--- config.mk ---
export PLATFORM = sky130hd
export DESIGN_NAME = interp_quarter_seq
export DESIGN_NICKNAME = d
export VERILOG_FILES = /design/src/rtl/interp_quarter_seq.sv
export SDC_FILE = /design/constraint.sdc
export NUM_CORES = 1
export LEC_CHECK = 0
export CAP_MARGIN = 20
export CELL_PAD_IN_SITES_DETAIL_PLACEMENT = 0
export CELL_PAD_IN_SITES_GLOBAL_PLACEMENT = 1
export CORE_UTILIZATION = 40
export DETAILED_ROUTE_END_ITERATION = 10
export PLACE_DENSITY_LB_ADDON = 0.1
export SYNTH_ARGS = -nofsm -noshare
export SYNTH_HDL_FRONTEND = slang
export SYNTH_SLANG_ARGS = --single-unit
--- constraint.sdc ---
create_clock -name clk -period 5.8 [get_ports clk]
set_clock_uncertainty 0.05 [all_clocks]
set_input_delay 1.16 -clock clk [delete_from_list [all_inputs] [get_ports clk]]
set_output_delay 1.16 -clock clk [all_outputs]
set_load 0.01 [all_outputs]
--- src/rtl/interp_quarter_seq.sv ---
// interp_quarter_seq
// Sequential quarter-position linear interpolator. It takes a pilot pair A/B
// and emits Q1, Q2 and Q3 (roughly 3/4A+1/4B, 1/2A+1/2B, 1/4A+3/4B) one at a
// time over a valid/ready output, using a single accumulate adder.
//
// Optional feature macro: INTERP_ROUND_EN
//   defined   -> round-half-up of the exact quarter value (RND = 2)
//   undefined -> floor, i.e. truncation toward minus infinity (RND = 0)
module interp_quarter_seq #(
  parameter int WIDTH = 17
) (
  input  logic                    clk,
  input  logic                    rst,
  input  logic                    in_valid,
  output logic                    in_ready,
  input  logic signed [WIDTH-1:0] in_a,
  input  logic signed [WIDTH-1:0] in_b,
  output logic                    out_valid,
  input  logic                    out_ready,
  output logic signed [WIDTH-1:0] out_data,
  output logic [1:0]              out_idx,
  output logic                    out_last
);

`ifdef INTERP_ROUND_EN
  localparam logic [1:0] RND = 2'd2;
`else
  localparam logic [1:0] RND = 2'd0;
`endif

  localparam logic [1:0] ST_IDLE = 2'd0;
  localparam logic [1:0] ST_DIFF = 2'd1;
  localparam logic [1:0] ST_EMIT = 2'd2;

  logic [1:0]              state_reg, state_next;
  logic signed [WIDTH-1:0] a_reg, a_next;
  logic signed [WIDTH-1:0] b_reg, b_next;
  logic signed [WIDTH:0]   d_reg, d_next;
  logic signed [WIDTH+2:0] acc_reg, acc_next;
  logic [1:0]              idx_reg, idx_next;

  logic signed [WIDTH:0]   diff;
  logic signed [WIDTH:0]   addend;
  logic signed [WIDTH+2:0] acc_sum;
  logic signed [WIDTH+2:0] acc_init;

  // Datapath: B-A at WIDTH+1 cannot overflow; the accumulate adder takes the
  // freshly computed difference in DIFF and the stored one in EMIT.
  always_comb begin
    diff     = {b_reg[WIDTH-1], b_reg} - {a_reg[WIDTH-1], a_reg};
    addend   = (state_reg == ST_DIFF) ? diff : d_reg;
    acc_sum  = acc_reg + {{2{addend[WIDTH]}}, addend};
    // 4*A by concatenation; the two zero LSBs leave room to place RND directly.
    acc_init = {in_a[WIDTH-1], in_a, RND};
  end

  // Next-state and register-update logic for the IDLE -> DIFF -> EMIT sequence.
  always_comb begin
    state_next = state_reg;
    a_next     = a_reg;
    b_next     = b_reg;
    d_next     = d_reg;
    acc_next   = acc_reg;
    idx_next   = idx_reg;
    case (state_reg)
      ST_IDLE: begin
        if (in_valid) begin
          a_next     = in_a;
          b_next     = in_b;
          acc_next   = acc_init;
          state_next = ST_DIFF;
        end
      end
      ST_DIFF: begin
        d_next     = diff;
        acc_next   = acc_sum;
        idx_next   = 2'd1;
        state_next = ST_EMIT;
      end
      ST_EMIT: begin
        if (out_ready) begin
          if (idx_reg == 2'd3) begin
            state_next = ST_IDLE;
          end else begin
            acc_next = acc_sum;
            idx_next = idx_reg + 2'd1;
          end
        end
      end
      default: begin
        state_next = ST_IDLE;
      end
    endcase
  end

  // State registers with synchronous reset; reset wins over a concurrent pair.
  always_ff @(posedge clk) begin
    if (rst) begin
      state_reg <= ST_IDLE;
      a_reg     <= '0;
      b_reg     <= '0;
      d_reg     <= '0;
      acc_reg   <= '0;
      idx_reg   <= 2'd0;
    end else begin
      state_reg <= state_next;
      a_reg     <= a_next;
      b_reg     <= b_next;
      d_reg     <= d_next;
      acc_reg   <= acc_next;
      idx_reg   <= idx_next;
    end
  end

  // Outputs are gated by state so IDLE always presents zeros, not stale results.
  // acc[WIDTH+1:2] equals (acc >>> 2) truncated to WIDTH bits.
  always_comb begin
    in_ready  = (state_reg == ST_IDLE);
    out_valid = (state_reg == ST_EMIT);
    out_data  = out_valid ? acc_reg[WIDTH+1:2] : '0;
    out_idx   = out_valid ? idx_reg : 2'd0;
    out_last  = out_valid && (idx_reg == 2'd3);
  end

endmodule

# Word-level counts from Yosys, hierarchy flattened
# Cells that the tools add are included.
# Widths: inputs -> output; s select.
[op_classes]
n_addsub = 3
n_eq_ne = 7
n_mux = 14
n_reduce_logical = 8
[op_table]
columns = ["op", "n"]
rows = [
  ["$mux 20", 3],
  ["$pmux 20 s3", 1],
  ["$add 20x20->20", 1],
  ["$mux 18", 1],
  ["$sub 17x17->18", 1],
  ["$mux 17", 1],
  ["$mux 2", 6],
  ["$pmux 2 s3", 1],
  ["$reduce_and 3->1", 2],
  ["$eq 2x2->1 const B", 2],
  ["$ne 2x1->1 const B", 2],
  ["$ne 2x2->1 const B", 2],
  ["$pmux 2 s2", 1],
  ["$reduce_and 4->1", 1],
  ["$reduce_bool 3->1", 1],
  ["$add 2x1->2 const B", 1],
  ["$eq 2x1->1 const B", 1],
  ["$logic_not 2->1", 1],
  ["$reduce_and 2->1", 1],
  ["$reduce_bool 2->1", 1],
  ["$logic_and 1x1->1", 1],
]
[word_totals]
register_bits = 76
word_cells = 38

# Logic depth before layout (Yosys ltp)
# Gate-level depths: netlist of run 1.
[depth]
word_depth = 6
ltp_mapped = 20
mapped_depth_nobuf = 20

# Worst setup path after synthesis of run 1
# Ideal clock, no wire load.
[synth_path]
path_type = "flip-flop to flip-flop"
startpoint = "register b_reg[0]"
endpoint = "register acc_reg[18]"
t_arrival_ps = 3834
required_time_ps = 5625
path_slack_ps = 1791
stages_incl_launch_ff = 20
path_buffers = 0
cell_sequence = "dfxtp_1 > inv_1 > ha_1 > fa_1 > nor2b_1 > o21a_1 > o21ai_1 > a311oi_1 > nor3_1 > nor2_1 > xor2_1 > mux2_2 > ha_1 > inv_1 > o21ai_4 > o311a_4 > o41ai_4 > mux2i_1 > nor4_1 > nand3b_1"
[synth_between]
elab_chain_cells = 6
[synth_lines]
columns = ["element", "line_no", "source"]
rows = [
  ["from (decl)", "37", "logic signed [WIDTH-1:0] b_reg, b_next;"],
  ["from (signal assigned)", "108", "b_reg <= b_next;"],
  ["$sub 17x17->18 (*)", "50", "diff = {b_reg[WIDTH-1], b_reg} - {a_reg[WIDTH-1], a_reg};"],
  ["$mux 18 (*)", "n/a", ""],
  ["via addend[12]", "43", "logic signed [WIDTH:0] addend;"],
  ["$add 20x20->20 (*)", "52", "acc_sum = acc_reg + {{2{addend[WIDTH]}}, addend};"],
  ["$mux 20", "82", "if (idx_reg == 2'd3) begin"],
  ["$mux 20", "81", "if (out_ready) begin"],
  ["$pmux 20 s3 (*)", "65", "case (state_reg)"],
  ["to (signal assigned)", "110", "acc_reg <= acc_next;"],
  ["to (decl)", "39", "logic signed [WIDTH+2:0] acc_reg, acc_next;"],
]
# Mark *: on every way through the listed nets, which the timed path passes. The rest lies on a longest branch. The select of a mux whose other input is x is not followed.
# A chain may end at the register's enable or synchronous reset.

# Worst setup path after layout of run 1
# Ends and elaborated chain as after synthesis.

==> impl_metrics.json, run 1 <==
{
  "crit_fanout": 6,
  "async_flop_share": 0,
  "die-area_mm2": 0.0125,
  "grt_use_total": 0.207,
  "min-delay-path-class": "reg2reg",
  "synth.top_cells.by_count": "nand2_1 (100), dfxtp_1 (75), a21oi_1 (64), ha_1 (41), nor2_1 (37)",
  "clk_pin_slew_ps": 60,
  "numCtsBuffers": 9,
  "power_density_mw_per_mm2": 497,
  "power_frac_comb": 0.557,
  "final_nets": 741,
  "largest_reg_flops": 19,
  "dp_hpwl_mm": 8.98,
  "dieHeight_um": 112,
  "cts_max_level": 3,
  "peakVddDrop_uv": 367,
  "synth_top_cell_area_share": 0.311,
  "cp_data_required_time_ps": 5970,
  "antenna_found_initial": 0,
  "endpoint": "acc_reg[18]",
  "violations": "design-rule violations",
  "start_util": 0.416,
  "synth_area_leaders": "dfxtp_1 (31%), ha_1 (11%), nand2_1 (7.8%)",
  "r2r-end": "acc_reg[18]",
  "setup_viol": 0,
  "dp_cells": 792,
  "cts.sink_count": 75,
  "end_kind": "register",
  "ant_nets": 0,
  "cp-start-kind": "register",
  "cp_data_arrival_time_ps": 4610,
  "synth_most_common_cell": "nand2_1",
  "drc": 3,
  "clk_latency_ps": 340,
  "syn-cell-area_mm2": 0.00483,
  "ys_seq_area_frac": 0.311,
  "rsz0062_at_grt": "false",
  "io_buffers": 59,
  "yosys.area.top_type": "dfxtp_1",
  "routedWlPerCell_um": 15.2,
  "wl_mm": 12.2,
  "worstSetupPathType": "reg2reg",
  "intPower_w": 0.00168,
  "fillers": 1162,
  "area.growth.synth_to_final_pct": 20.0,
  "core_area_mm2": 0.0116,
  "p_clk_frac": 0.188,
  "ys_ff_latch": 75,
  "detail_route.vias_per_cell": 5.42,
  "post_route_cells_drive_above_1_share": 0.0542,
  "cts.repair.resized": 0,
  "drt-pass1-iter-count": 9,
  "multi_input_area_mm2": 0.00309,
  "syn_inst": 614,
  "crit_path_start": "b_reg[0]",
  "yosys_warnings": 0,
  "reg2reg_slack_ps": 1360,
  "synth_fp_nets": 695,
  "cts_tree": "done",
  "stdcell_count": 807,
  "hold_buffers": 0,
  "rows": 39,
  "drtIter0Drc": 214,
  "swShare": 0.418,
  "grt-ovfl-total": 0,
  "p_leak_nw": 2.39,
  "r2r_cells": 19,
  "num_vias": 4376,
  "drv_slew": 0,
  "hold_viol": 0,
  "grt_pass1_wl_mm": 20.4,
  "cts_setup_buffers": 0,
  "slew_headroom": 0.462,
  "grt_pass1_vias": 4300,
  "place_congestion": 0.865,
  "cap_viol_max_count": 0,
  "root_buffer": "clkbuf_16",
  "max_slew.worst_pin.slew_ps": 808,
  "regArea_mm2": 0.00150,
  "fmax_mhz": 225,
  "syn_area_per_cell_um2": 7.87,
  "seqPwrFrac": 0.254,
  "switching_power_w": 0.00121,
  "timing.final.crit_share": 0.766,
  "status": "finished, violations left",
  "num_io_pins": 60,
  "cts_buffer_depth": 2,
  "grt_max_degree": 64,
  "fin_setup_tns_ps": 0,
  "r2r_start": "b_reg[0]",
  "die_w_um": 112,
  "synth_ff_type": "dfxtp_1",
  "fin_crit_ps": 4440,
  "synth_edf_count": 0,
  "netlist-cell-type-count": 56,
  "antenna_cells": 0
}
critical path: stages, from the launching register on:
cell and delay, ps:
dfxtp_1 320, inv_1 40, ha_1 200, fa_1 410
nor2b_1 120, o21a_1 140, o21ai_1 110, a311oi_1 430
nor3_1 150, nor2_1 240, xor2_1 120, mux2_2 280
ha_1 330, inv_1 120, o21ai_4 70, o311a_4 390
o41ai_4 270, mux2i_1 270, nor4_1 80, nand3b_1 170
area by class of cell:
cell class / instances / share of cell area
inverters: 35 / 0.0226
well taps: 143 / 0.0308
flip-flops and latches: 75 / 0.259
multi-input cells: 475 / 0.533
repair buffers: 64 / 0.107
clock buffers: 12 / 0.0408
clock inverters: 3 / 0.00690
layer usage:
metal,share of wire,up-vias,GRT usage
met5,0,-,0
met4,0.014,0,0.0568
met3,0.034,16,0.0468
met2,0.51,55,0.381
met1,0.44,2068,0.239
li1,-,2237,-
logic make-up (layout without fill, tap and decap cells):
logic type | count (synthesis) | count (layout) | share of synthesized area
simple gates | 235 | 235 | 0.230
compound gates | 159 | 159 | 0.219
flops | 75 | 75 | 0.311
buf+inv | 64 | 114 | 0.0500
fa+ha+maj | 43 | 43 | 0.114
xor+xnor | 19 | 19 | 0.0344
mux | 19 | 19 | 0.0414
power groups by stage:
stage	sequential, W	clock (W)	combinational (W)
final	0.000734	0.000543	0.00161
after global routing	0.000753	0.000579	0.00180
after CTS	0.000736	0.000560	0.00162
after detailed placement	0.000746	0	0.00160
after global placement	0.000742	0	0.00158
after floorplan	0.000715	0	0.00127
stage by stage:
stage | total power (W) | area [µm²] | worst slack [ps] | util | hold slack [ps]
floorplan | 0.00199 | 4830 | 1790 | - | 386
global placement | 0.00232 | 5520 | 1480 | 0.476 | 393
detailed placement | 0.00235 | 5520 | 1390 | 0.476 | 400
CTS | 0.00291 | 5800 | 1350 | 0.499 | 409
global route | 0.00313 | 5800 | 991 | 0.499 | 428
finish | 0.00289 | 5800 | 1360 | 0.499 | 407
worst min-delay path by stage:
stage	cells after the start	to	startpoint	slack (ps)
CTS	2	a_reg[5]	a_reg[5]	410
global route	2	b_reg[2]	b_reg[2]	430
global placement	2	a_reg[16]	a_reg[16]	390
finish	2	a_reg[5]	a_reg[5]	410
floorplan	2	acc_reg[0]	acc_reg[0]	390
detailed placement	2	a_reg[10]	a_reg[10]	400
layout by cell type, fill, tap and decap left out, drive strengths merged, types with 3 or more instances in the layout:
master         synthesis  routed
mux2i                 11      11
nor2b                 11      11
nand3b                 3       3
o21ai                 24      24
a31oi                  4       4
and2                  35      35
nor3                  14      14
nor2                  37      37
a21oi                 66      66
inv                   35      35
xor2                   5       5
o21a                   8       8
o31ai                  4       4
mux2                   8       8
nand3                  8       8
or3                    9       9
o2111ai                3       3
a211oi                20      20
dfxtp                 75      75
ha                    41      41
nand2b                 3       3
nand2                100     100
xnor2                 14      14
buf                    3       6
clkdlybuf4s50          0      58
a21o                  10      10
clkbuf                26      12
and3                   4       4
nand4                  6       6
Power figures use the tool's default switching activity.
==> run 2: changes to the inputs <==
Clock period 5.8 ns to 4.15 ns, I/O delays scaled along.
==> impl_metrics.json, run 2 (same netlist as run 1, synthesis figures left out) <==
{
  "violations": "design-rule violations",
  "drc": 3,
  "timing.final.crit_share": 0.963,
  "min-delay-path-class": "reg2reg",
  "dp_hpwl_mm": 9.57,
  "antenna_found_initial": 0,
  "fmax_mhz": 250,
  "cap_viol_max_count": 0,
  "fin_setup_tns_ps": 0,
  "num_io_pins": 60,
  "cp-start-kind": "register",
  "crit_fanout": 4,
  "area.growth.synth_to_final_pct": 29.8,
  "hold_viol": 0,
  "cts_buffer_depth": 2,
  "total_power_w": 0.00451,
  "layout_common_cells": "nand2_1 (99), dfxtp_1 (73), a21oi_1 (62)",
  "final_nets": 773,
  "max_slew.worst_pin.slew_ps": 709,
  "grt-ovfl-total": 0,
  "wl_mm": 12.9,
  "end_kind": "register",
  "drt-pass1-iter-count": 9,
  "routedWlPerCell_um": 15.4,
  "cp_data_required_time_ps": 4360,
  "power_density_mw_per_mm2": 719,
  "grt_use_total": 0.206,
  "cts_tree": "done",
  "start_util": 0.416,
  "rows": 39,
  "slew_headroom": 0.527,
  "cts.sink_count": 75,
  "ant_nets": 0,
  "die_w_um": 112,
  "final_common_cell": "nand2_1",
  "io_buffers": 59,
  "post_route_cells_drive_above_1_share": 0.150,
  "num_vias": 4467,
  "die-area_mm2": 0.0125,
  "cts_max_level": 3,
  "place_congestion": 0.873,
  "grt_max_degree": 35,
  "drtIter0Drc": 170,
  "core_area_mm2": 0.0116,
  "p_leak_nw": 2.60,
  "largest_reg_flops": 19,
  "numCtsBuffers": 9,
  "worstSetupPathType": "reg2reg",
  "root_buffer": "clkbuf_16",
  "clk_pin_slew_ps": 60,
  "peakVddDrop_uv": 390,
  "antenna_cells": 0,
  "grt_pass1_wl_mm": 20.4,
  "detail_route.vias_per_cell": 5.33,
  "cp_data_arrival_time_ps": 4210,
  "grt_pass1_vias": 4278,
  "clk_latency_ps": 330,
  "dieHeight_um": 112,
  "setup_viol": 0,
  "drv_slew": 0,
  "status": "finished, violations left",
  "fin_crit_ps": 4000
}
run 2: cell count changes in the layout (fill, tap and decap cells not counted), moves of 4 or more:
cell,before,now
ha_1,41,33
buf_4,5,35
inv_1,35,31
inv_2,0,4
o21ai_0,19,14
ha_4,0,8
run 2: layout make-up:
cell class | count | area [µm²]
clock buffer | 11 | 253
clock inverter | 3 | 15.0
fill | 1121 | 5340
inverter | 35 | 131
multi-input combinational | 475 | 3300
sequential | 75 | 1510
tap | 143 | 179
timing repair buffer | 96 | 887
run 2: critical path, cell delays in order, from the launching register on:
cell and delay (ps):
dfxtp_2 330, inv_2 40, ha_4 160, fa_2 360, nor2b_1 120, o21a_1 170
o21ai_2 100, a311oi_2 360, nor3_2 90, nor2_2 120, xor2_1 100, mux2_4 290
ha_4 260, buf_6 120, a31o_4 220, o311a_4 140, o41ai_4 330, buf_4 170
xnor2_1 120, nand2_1 90, a211oi_2 180
run 2: path summary, 6_finish.rpt:
kind / startpoint / to / slack [ps] / depth (start not counted)
setup / recovery: b_reg[0] / acc_reg[16] / 150 / 20
setup reg to reg: b_reg[0] / acc_reg[16] / 150 / 20
hold / removal: a_reg[4] / a_reg[4] / 400 / 2
hold reg to reg: a_reg[4] / a_reg[4] / 400 / 2
run 2: what timing repair did:
action / CTS / global route
gates cloned: 0 / 0
hold buffers: 0 / 0
setup endpoints to repair: 3 / 7
setup buffers: 0 / 9
resized for setup: 3 / 45
pin swaps: 1 / 31
run 2: per-layer routing:
| metal | part of all wire | vias to the layer above | wire [µm] | global-route usage |
|---|---|---|---|---|
| met5 | 0 | - | 0 | 0 |
| met4 | 0.016 | 0 | 205 | 0.0667 |
| met3 | 0.019 | 14 | 242 | 0.0332 |
| met2 | 0.52 | 47 | 6650 | 0.382 |
| met1 | 0.45 | 2106 | 5810 | 0.239 |
| li1 | - | 2300 | - | - |
run 2: per-stage QoR:
step / setup slack, ps / utilization / hold WS (ps) / instances / instance area [µm²]
2_1_floorplan: 141 / - / 386 / 614 / 4830
3_3_place_gp: -28.7 / 0.490 / 394 / 814 / 5690
3_5_place_dp: -82.4 / 0.492 / 398 / 815 / 5720
4_1_cts: 2.52 / 0.517 / 405 / 829 / 6000
5_1_grt: -72.3 / 0.540 / 427 / 838 / 6270
6_report: 152 / 0.540 / 403 / 838 / 6270
run 2: power breakdown:
part / internal [W] / switching, W
Clock: 0.000428 / 0.000298
Combinational: 0.00131 / 0.00144
Sequential: 0.000910 / 0.000130
